`src/rtl/microwave_pkg.sv`:
```
// rtl/microwave_pkg.sv - shared states, key codes and quick-start constant for microwave_time_entry
package microwave_pkg;

  typedef enum logic [2:0] {
    ST_IDLE  = 3'd0,
    ST_LOAD  = 3'd1,
    ST_RUN   = 3'd2,
    ST_PAUSE = 3'd3,
    ST_DONE  = 3'd4
  } state_t;

  localparam logic [3:0] KEY_CLEAR_CODE = 4'd10;
  localparam logic [3:0] KEY_START_CODE = 4'd11;
  localparam logic [3:0] KEY_STOP_CODE  = 4'd12;

  // 0:30 packed as {min_ones, sec_tens, sec_ones}
  localparam logic [11:0] QUICK_START_BCD = 12'h030;

  // the seconds-tens counter is mod-6, so anything above 5 loads as 5
  function automatic logic [3:0] sat_tens(input logic [3:0] d);
    return (d > 4'd5) ? 4'd5 : d;
  endfunction

endpackage

```
`src/rtl/bcd_entry_shift.sv`:
```
// rtl/bcd_entry_shift.sv - 3-digit BCD keypad entry register with left shift, preset and clear
module bcd_entry_shift (
  input  logic        clock,
  input  logic        clear,
  input  logic        shift_en,
  input  logic [3:0]  digit,
  input  logic        clear_en,
  input  logic        preset_en,
  input  logic [11:0] preset_data,
  output logic [11:0] entry
);

  always_ff @(posedge clock) begin
    if (!clear || clear_en) begin
      entry <= 12'h000;
    end else if (preset_en) begin
      entry <= preset_data;
    end else if (shift_en) begin
      entry <= {entry[7:0], digit};
    end
  end

endmodule

```
`src/rtl/microwave_time_entry.sv`:
```
// rtl/microwave_time_entry.sv - keypad time entry and cooking-cycle FSM; MICROWAVE_QUICK_START_EN enables 0:30 quick start
module microwave_time_entry
  import microwave_pkg::*;
#(
  parameter logic [3:0] KEY_CLEAR = KEY_CLEAR_CODE,
  parameter logic [3:0] KEY_START = KEY_START_CODE,
  parameter logic [3:0] KEY_STOP  = KEY_STOP_CODE
) (
  input  logic       clock,
  input  logic       clear,
  input  logic       key_valid,
  input  logic [3:0] key_code,
  input  logic       door_closed,
  input  logic       tick,
  input  logic       timer_zero,
  output logic [3:0] min_ones,
  output logic [3:0] sec_tens,
  output logic [3:0] sec_ones,
  output logic       loadn,
  output logic       count_en,
  output logic       heat_on,
  output logic       done
);

  localparam logic [2:0] IDLE  = ST_IDLE;
  localparam logic [2:0] LOAD  = ST_LOAD;
  localparam logic [2:0] RUN   = ST_RUN;
  localparam logic [2:0] PAUSE = ST_PAUSE;
  localparam logic [2:0] DONE  = ST_DONE;

  logic [2:0]  state;
  logic [2:0]  state_nxt;
  logic [11:0] entry;
  logic [11:0] held;
  logic [11:0] load_view;
  logic        in_idle, in_load, in_run, in_pause, in_done;
  logic        key_digit, key_clr, key_start, key_stop;
  logic        start_ok, go_load, quick;
  logic        shift_en, clear_en;

  assign in_idle  = (state == IDLE);
  assign in_load  = (state == LOAD);
  assign in_run   = (state == RUN);
  assign in_pause = (state == PAUSE);
  assign in_done  = (state == DONE);

  assign key_digit = key_valid && (key_code <= 4'd9);
  assign key_clr   = key_valid && (key_code == KEY_CLEAR);
  assign key_start = key_valid && (key_code == KEY_START);
  assign key_stop  = key_valid && (key_code == KEY_STOP);

  assign start_ok = in_idle && key_start && door_closed;

`ifdef MICROWAVE_QUICK_START_EN
  assign quick   = start_ok && (entry == 12'h000);
  assign go_load = start_ok;
`else
  assign quick   = 1'b0;
  assign go_load = start_ok && (entry != 12'h000);
`endif

  assign shift_en = in_idle && key_digit;
  assign clear_en = (in_idle && key_clr) || (in_pause && key_stop && !(key_start && door_closed)) || in_done;

  bcd_entry_shift u_entry (
    .clock       (clock),
    .clear       (clear),
    .shift_en    (shift_en),
    .digit       (key_code),
    .clear_en    (clear_en),
    .preset_en   (quick),
    .preset_data (QUICK_START_BCD),
    .entry       (entry)
  );

  always_comb begin
    state_nxt = state;
    case (state)
      IDLE:    if (go_load) state_nxt = LOAD;
      LOAD:    state_nxt = RUN;
      RUN: begin
        // the chain reaching zero wins over a door or stop event in the same cycle
        if (timer_zero)        state_nxt = DONE;
        else if (!door_closed) state_nxt = PAUSE;
        else if (key_stop)     state_nxt = PAUSE;
      end
      PAUSE: begin
        if (key_start && door_closed) state_nxt = RUN;
        else if (key_stop)            state_nxt = IDLE;
      end
      DONE:    state_nxt = IDLE;
      default: state_nxt = IDLE;
    endcase
  end

  always_ff @(posedge clock) begin
    if (!clear) state <= IDLE;
    else        state <= state_nxt;
  end

  assign load_view = {entry[11:8], sat_tens(entry[7:4]), entry[3:0]};

  // counters keep their own copy after the load; outputs just hold it for reference
  always_ff @(posedge clock) begin
    if (!clear)       held <= 12'h000;
    else if (in_load) held <= load_view;
  end

  assign {min_ones, sec_tens, sec_ones} = in_load ? load_view : held;

  assign loadn    = !in_load;
  assign count_en = in_run && tick && door_closed;
  assign heat_on  = in_run && door_closed;
  assign done     = in_done;

endmodule
```
`config.mk`:
```
export PLATFORM = sky130hd
export DESIGN_NAME = microwave_time_entry
export DESIGN_NICKNAME = d
export VERILOG_FILES = /design/src/rtl/microwave_pkg.sv /design/src/rtl/bcd_entry_shift.sv /design/src/rtl/microwave_time_entry.sv
export SDC_FILE = /design/constraint.sdc
export NUM_CORES = 1
export LEC_CHECK = 0
export CORE_MARGIN = 1.5
export CORE_UTILIZATION = 56
export CTS_BUF_LIST = sky130_fd_sc_hd__clkbuf_4 sky130_fd_sc_hd__clkbuf_8
export CTS_CLUSTER_SIZE = 16
export DETAILED_ROUTE_END_ITERATION = 7
export PLACE_DENSITY = 0.83
export SYNTH_ARGS = -nofsm -noshare
export SYNTH_HDL_FRONTEND = slang
export SYNTH_SLANG_ARGS = --single-unit
export TNS_END_PERCENT = 10
```
`constraint.sdc`:
```
create_clock -name clock -period 2.8 [get_ports clock]
set_input_delay 0.56 -clock clock [delete_from_list [all_inputs] [get_ports clock]]
set_output_delay 0.56 -clock clock [all_outputs]
set_load 0.01 [all_outputs]
```
==> summary.md <==
| Metric | Value |
|---|---|
| Status | complete, no violations |
| CP max stage cell | clkdlybuf4s50_1 |
| Antenna Violating Nets Remaining | 0 |
| Area of the core | 0.002002 mm² |
| GRT overflow | 0 |
| Clock Skews | 11.09 ps |
| Post-DR wirelength/cell | 13.76 µm |
| Hold Path Class | flip-flop to flip-flop |
| Global-route wire length before repair | 4.416 mm |
| Commonest non-fill, non-tap cell in the layout | dfxtp_1 |
| Lkg Pwr | 0.5594 nW |
| Delay-heaviest family, CP | buffers and inverters |
| R2R Path End | u_entry.entry[2]$_SDFFE_PP0P_ |
| GPL Wtd Cong | 0.8113 |
| GRT Resource Usage Total | 23.03% |
| Layout cells sized above 1 | 12.96% |
| Synthesized instance count | 136 |
| Htree depth | 1 |
| IO Pins | 26 |
| Crit Path Category | primary input to output pin |
| Slew margin rel. | 53.99% |
| Fill cells | 156 |
| Worst-path clk slew | 140 ps |
| 1st-pass router iterations | 4 |
| DRC Markers | 0 |
| WL met3 | 77 µm |
| Crit path DAT | 2120 ps |
| Crit Path Max Fanout | 3 |
| Largest net degree at the start of global routing | 18 |
| Storage element area | 540.5 µm² |
| Sw Ratio | 24.82% |
| R2R cell count | 5 |
| Antenna Cells | 0 |
| Mapped Nets | 146 |
| Top sig layer | met4 |
| Layout area overhead | 25.15% |
| Hold Path Sink | held[7]$_SDFF_PN0_ |
| Syn avg cell area | 8.924 µm² |
| Starting Density | 60.62% |
| Pre-CTS WS | 59.09 ps |
| Met2 Routed Length | 1.144 mm |
| Hold wc startpoint | held[7]$_SDFF_PN0_ |
| Worst slew pin tran | 685.5 ps |
| Crit. End Element | output pin |
| CTS tree | built |
| Length of routed wiring on met1 | 1.347 mm |
| WP buf/inv | 2 |
| Worst-Skew Late Latency | 330 ps |
| Final instance area | 0.001519 mm² |
| Pint | 0.0004723 W |
| Inserted Clock Buffers | 3 |
| Setup slack, reg-to-reg | 1100 ps |
| Part of the Yosys area used for sequential elements | 44.54% |
| Hold depth | 1 |
| DP Area | 0.001480 mm² |
| CTS Root Cell | clkbuf_4 |
| Reg power frac | 63.1% |
| Worst path max stage delay | 540 ps |
| MaxCap Viol Count | 0 |
| Vias in the first global route | 948 |
| CTS Hold Buffers Added | 0 |
| Synth Cell Area | 0.001214 mm² |
| Post-route minimum period | 2683 ps |
| Hold slack | 491.8 ps |
| Detailed Route Iter0 Violations | 34 |
| Layout Nets | 173 |
| Port Buf Inserts | 25 |
| Power per cell area | 413.6 mW/mm² |
| Max Slew Vio Count | 0 |
| #FFs+latches synth | 27 |
| Clock network power share | 27.4% |
| Fmax | 372.7 MHz |
| P_sw | 0.0001559 W |
| Crit Reg-Reg Startpoint | state[1]$_SDFFE_PN0P_ |
| Initial antenna violation count | 0 |
| RSZ-0062 raised after global routing | false |
| HPWL after DPL | 1.946 mm |
| Die Span Y | 49.56 µm |
| Ys Warns | 0 |
| Via count | 1021 |
| Crit-path most repeated cell | clkdlybuf4s50_1 |
| Type of origin of the critical path | primary input |
| Critical path cell sequence | clkdlybuf4s50_1 > nor4bb_2 > and2_1 > clkdlybuf4s50_1 |
| Sum Neg Setup Slack | 0 ps |
| Post-Route WL | 2.600 mm |
| Multi-input logic area | 630.6 µm² |
| Max VDD drop | 0.3558 mV |
| Fin. Hold Viols | 0 |
| Comb power frac | 9.4% |
| Die Area | 0.002456 mm² |
| CTS Buffer Depth | 2 |
| Commonest non-fill, non-tap cells in the layout | dfxtp_1 (27), clkdlybuf4s50_1 (25), nand2_1 (18), and2_1 (12), a21oi_1 (10) |
| Period utilisation layout | 95.83% |
| Critical path startpoint | door_closed |
| Worst setup margin | 116.7 ps |
| CTS sink cnt | 27 |
| Avg Vias per Cell | 5.402 |
| Worst EP required | 2240 ps |
| Cell variety after synth | 32 |
| Finish-stage setup viols | 0 |
| Die width | 49.56 µm |
| Row cnt | 16 |
## synthesized netlist by cell type
library cell,n,share of area (%)
dfxtp_1,27,45
nand2_1,18,5.6
and2_1,12,6.2
a21oi_1,10,4.1
nand3_1,9,3.7
mux2_2,7,6.5
nor2_1,7,2.2
o21ai_0,6,2.5
nand2b_1,4,2.1
nor3b_1,3,1.9
a211oi_1,2,1.2
buf_2,2,0.82
buf_6,2,1.9
clkbuf_1,2,0.62
mux2i_1,2,1.6
nand3b_1,2,1.2
nand4_1,2,1.0
nor3_1,2,0.82
nor4_1,2,1.0
nor4bb_1,2,1.6
o21ai_1,2,0.82
a2bb2oi_1,1,0.72
a31oi_1,1,0.52
and2_4,1,0.72
and3_1,1,0.52
buf_4,1,0.62
inv_1,1,0.31
mux2_4,1,1.2
nand4b_1,1,0.72
nor4b_2,1,1.2
or3b_1,1,0.72
or3b_2,1,0.72
## area by class of cell
type / count / area share, %
Tap cell: 27 / 2.224
Timing Repair Buffer: 29 / 18.45
Clock buffer: 3 / 1.483
Inverter: 1 / 0.2471
Multi-Input combinational cell: 101 / 41.52
Clock inverter: 1 / 0.4942
Sequential cell: 27 / 35.58
## power by group through the flow
| stage | Combinational, W | Sequential (W) | Clock, W |
|---|---|---|---|
| after detailed placement | 0.0000583 | 0.000405 | 0 |
| after floorplan | 0.0000328 | 0.000402 | 0 |
| after global placement | 0.0000559 | 0.000404 | 0 |
| after CTS | 0.0000586 | 0.000396 | 0.000173 |
| final | 0.0000594 | 0.000397 | 0.000172 |
| after global routing | 0.0000648 | 0.000398 | 0.000190 |
## per-layer routing
metal,vias to the layer above,GRT usage [%]
met5,-,0
met4,0,8.333
met3,4,3.636
met2,23,35.11
met1,467,32.82
li1,527,-
## through the flow
| stage | std cells | util (%) | total power (W) |
|---|---|---|---|
| 2_1_floorplan | 136 | - | 0.0004351 |
| 3_3_place_gp | 185 | 73.94 | 0.0004603 |
| 3_5_place_dp | 185 | 73.94 | 0.0004629 |
| 4_1_cts | 189 | 75.56 | 0.0006281 |
| 5_1_grt | 189 | 75.88 | 0.0006523 |
| 6_report | 189 | 75.88 | 0.0006282 |
## worst reg2reg max path: stages (launching register included)
cell and delay (ps):
dfxtp_1 340, buf_4 160, nor4b_2 450, nand2_1 360
mux2i_1 260, nor2_1 60
## worst max-delay path by stage
stage | endpoint | slack, ps | depth (start not counted)
5_1_grt | sec_tens[0] | 10 | 3
3_3_place_gp | count_en | 130 | 4
3_5_place_dp | count_en | 60 | 4
4_1_cts | count_en | 50 | 4
2_1_floorplan | sec_tens[0] | 860 | 5
6_report | count_en | 120 | 4
## flip-flops by register name, indices dropped and copies added (netlist names)
name / count
held: 12
u_entry.entry: 12
state: 3
## what timing repair did
item / 4_1_cts / 5_1_grt
setup buffers: 0 / 0
gates resized for setup: 1 / 1
setup endpoints to repair: 2 / 1
## logic make-up (layout without fill, tap and decap cells)
kind of cell	Yosys count	after routing	share of synthesized area, %
AOI/OAI and AO/OA	22	22	9.897
buffers and inverters	8	34	4.227
DFF	27	27	44.54
muxes	10	10	9.382
and+or+nand+nor	69	69	31.96
Power figures use the tool's default switching activity.
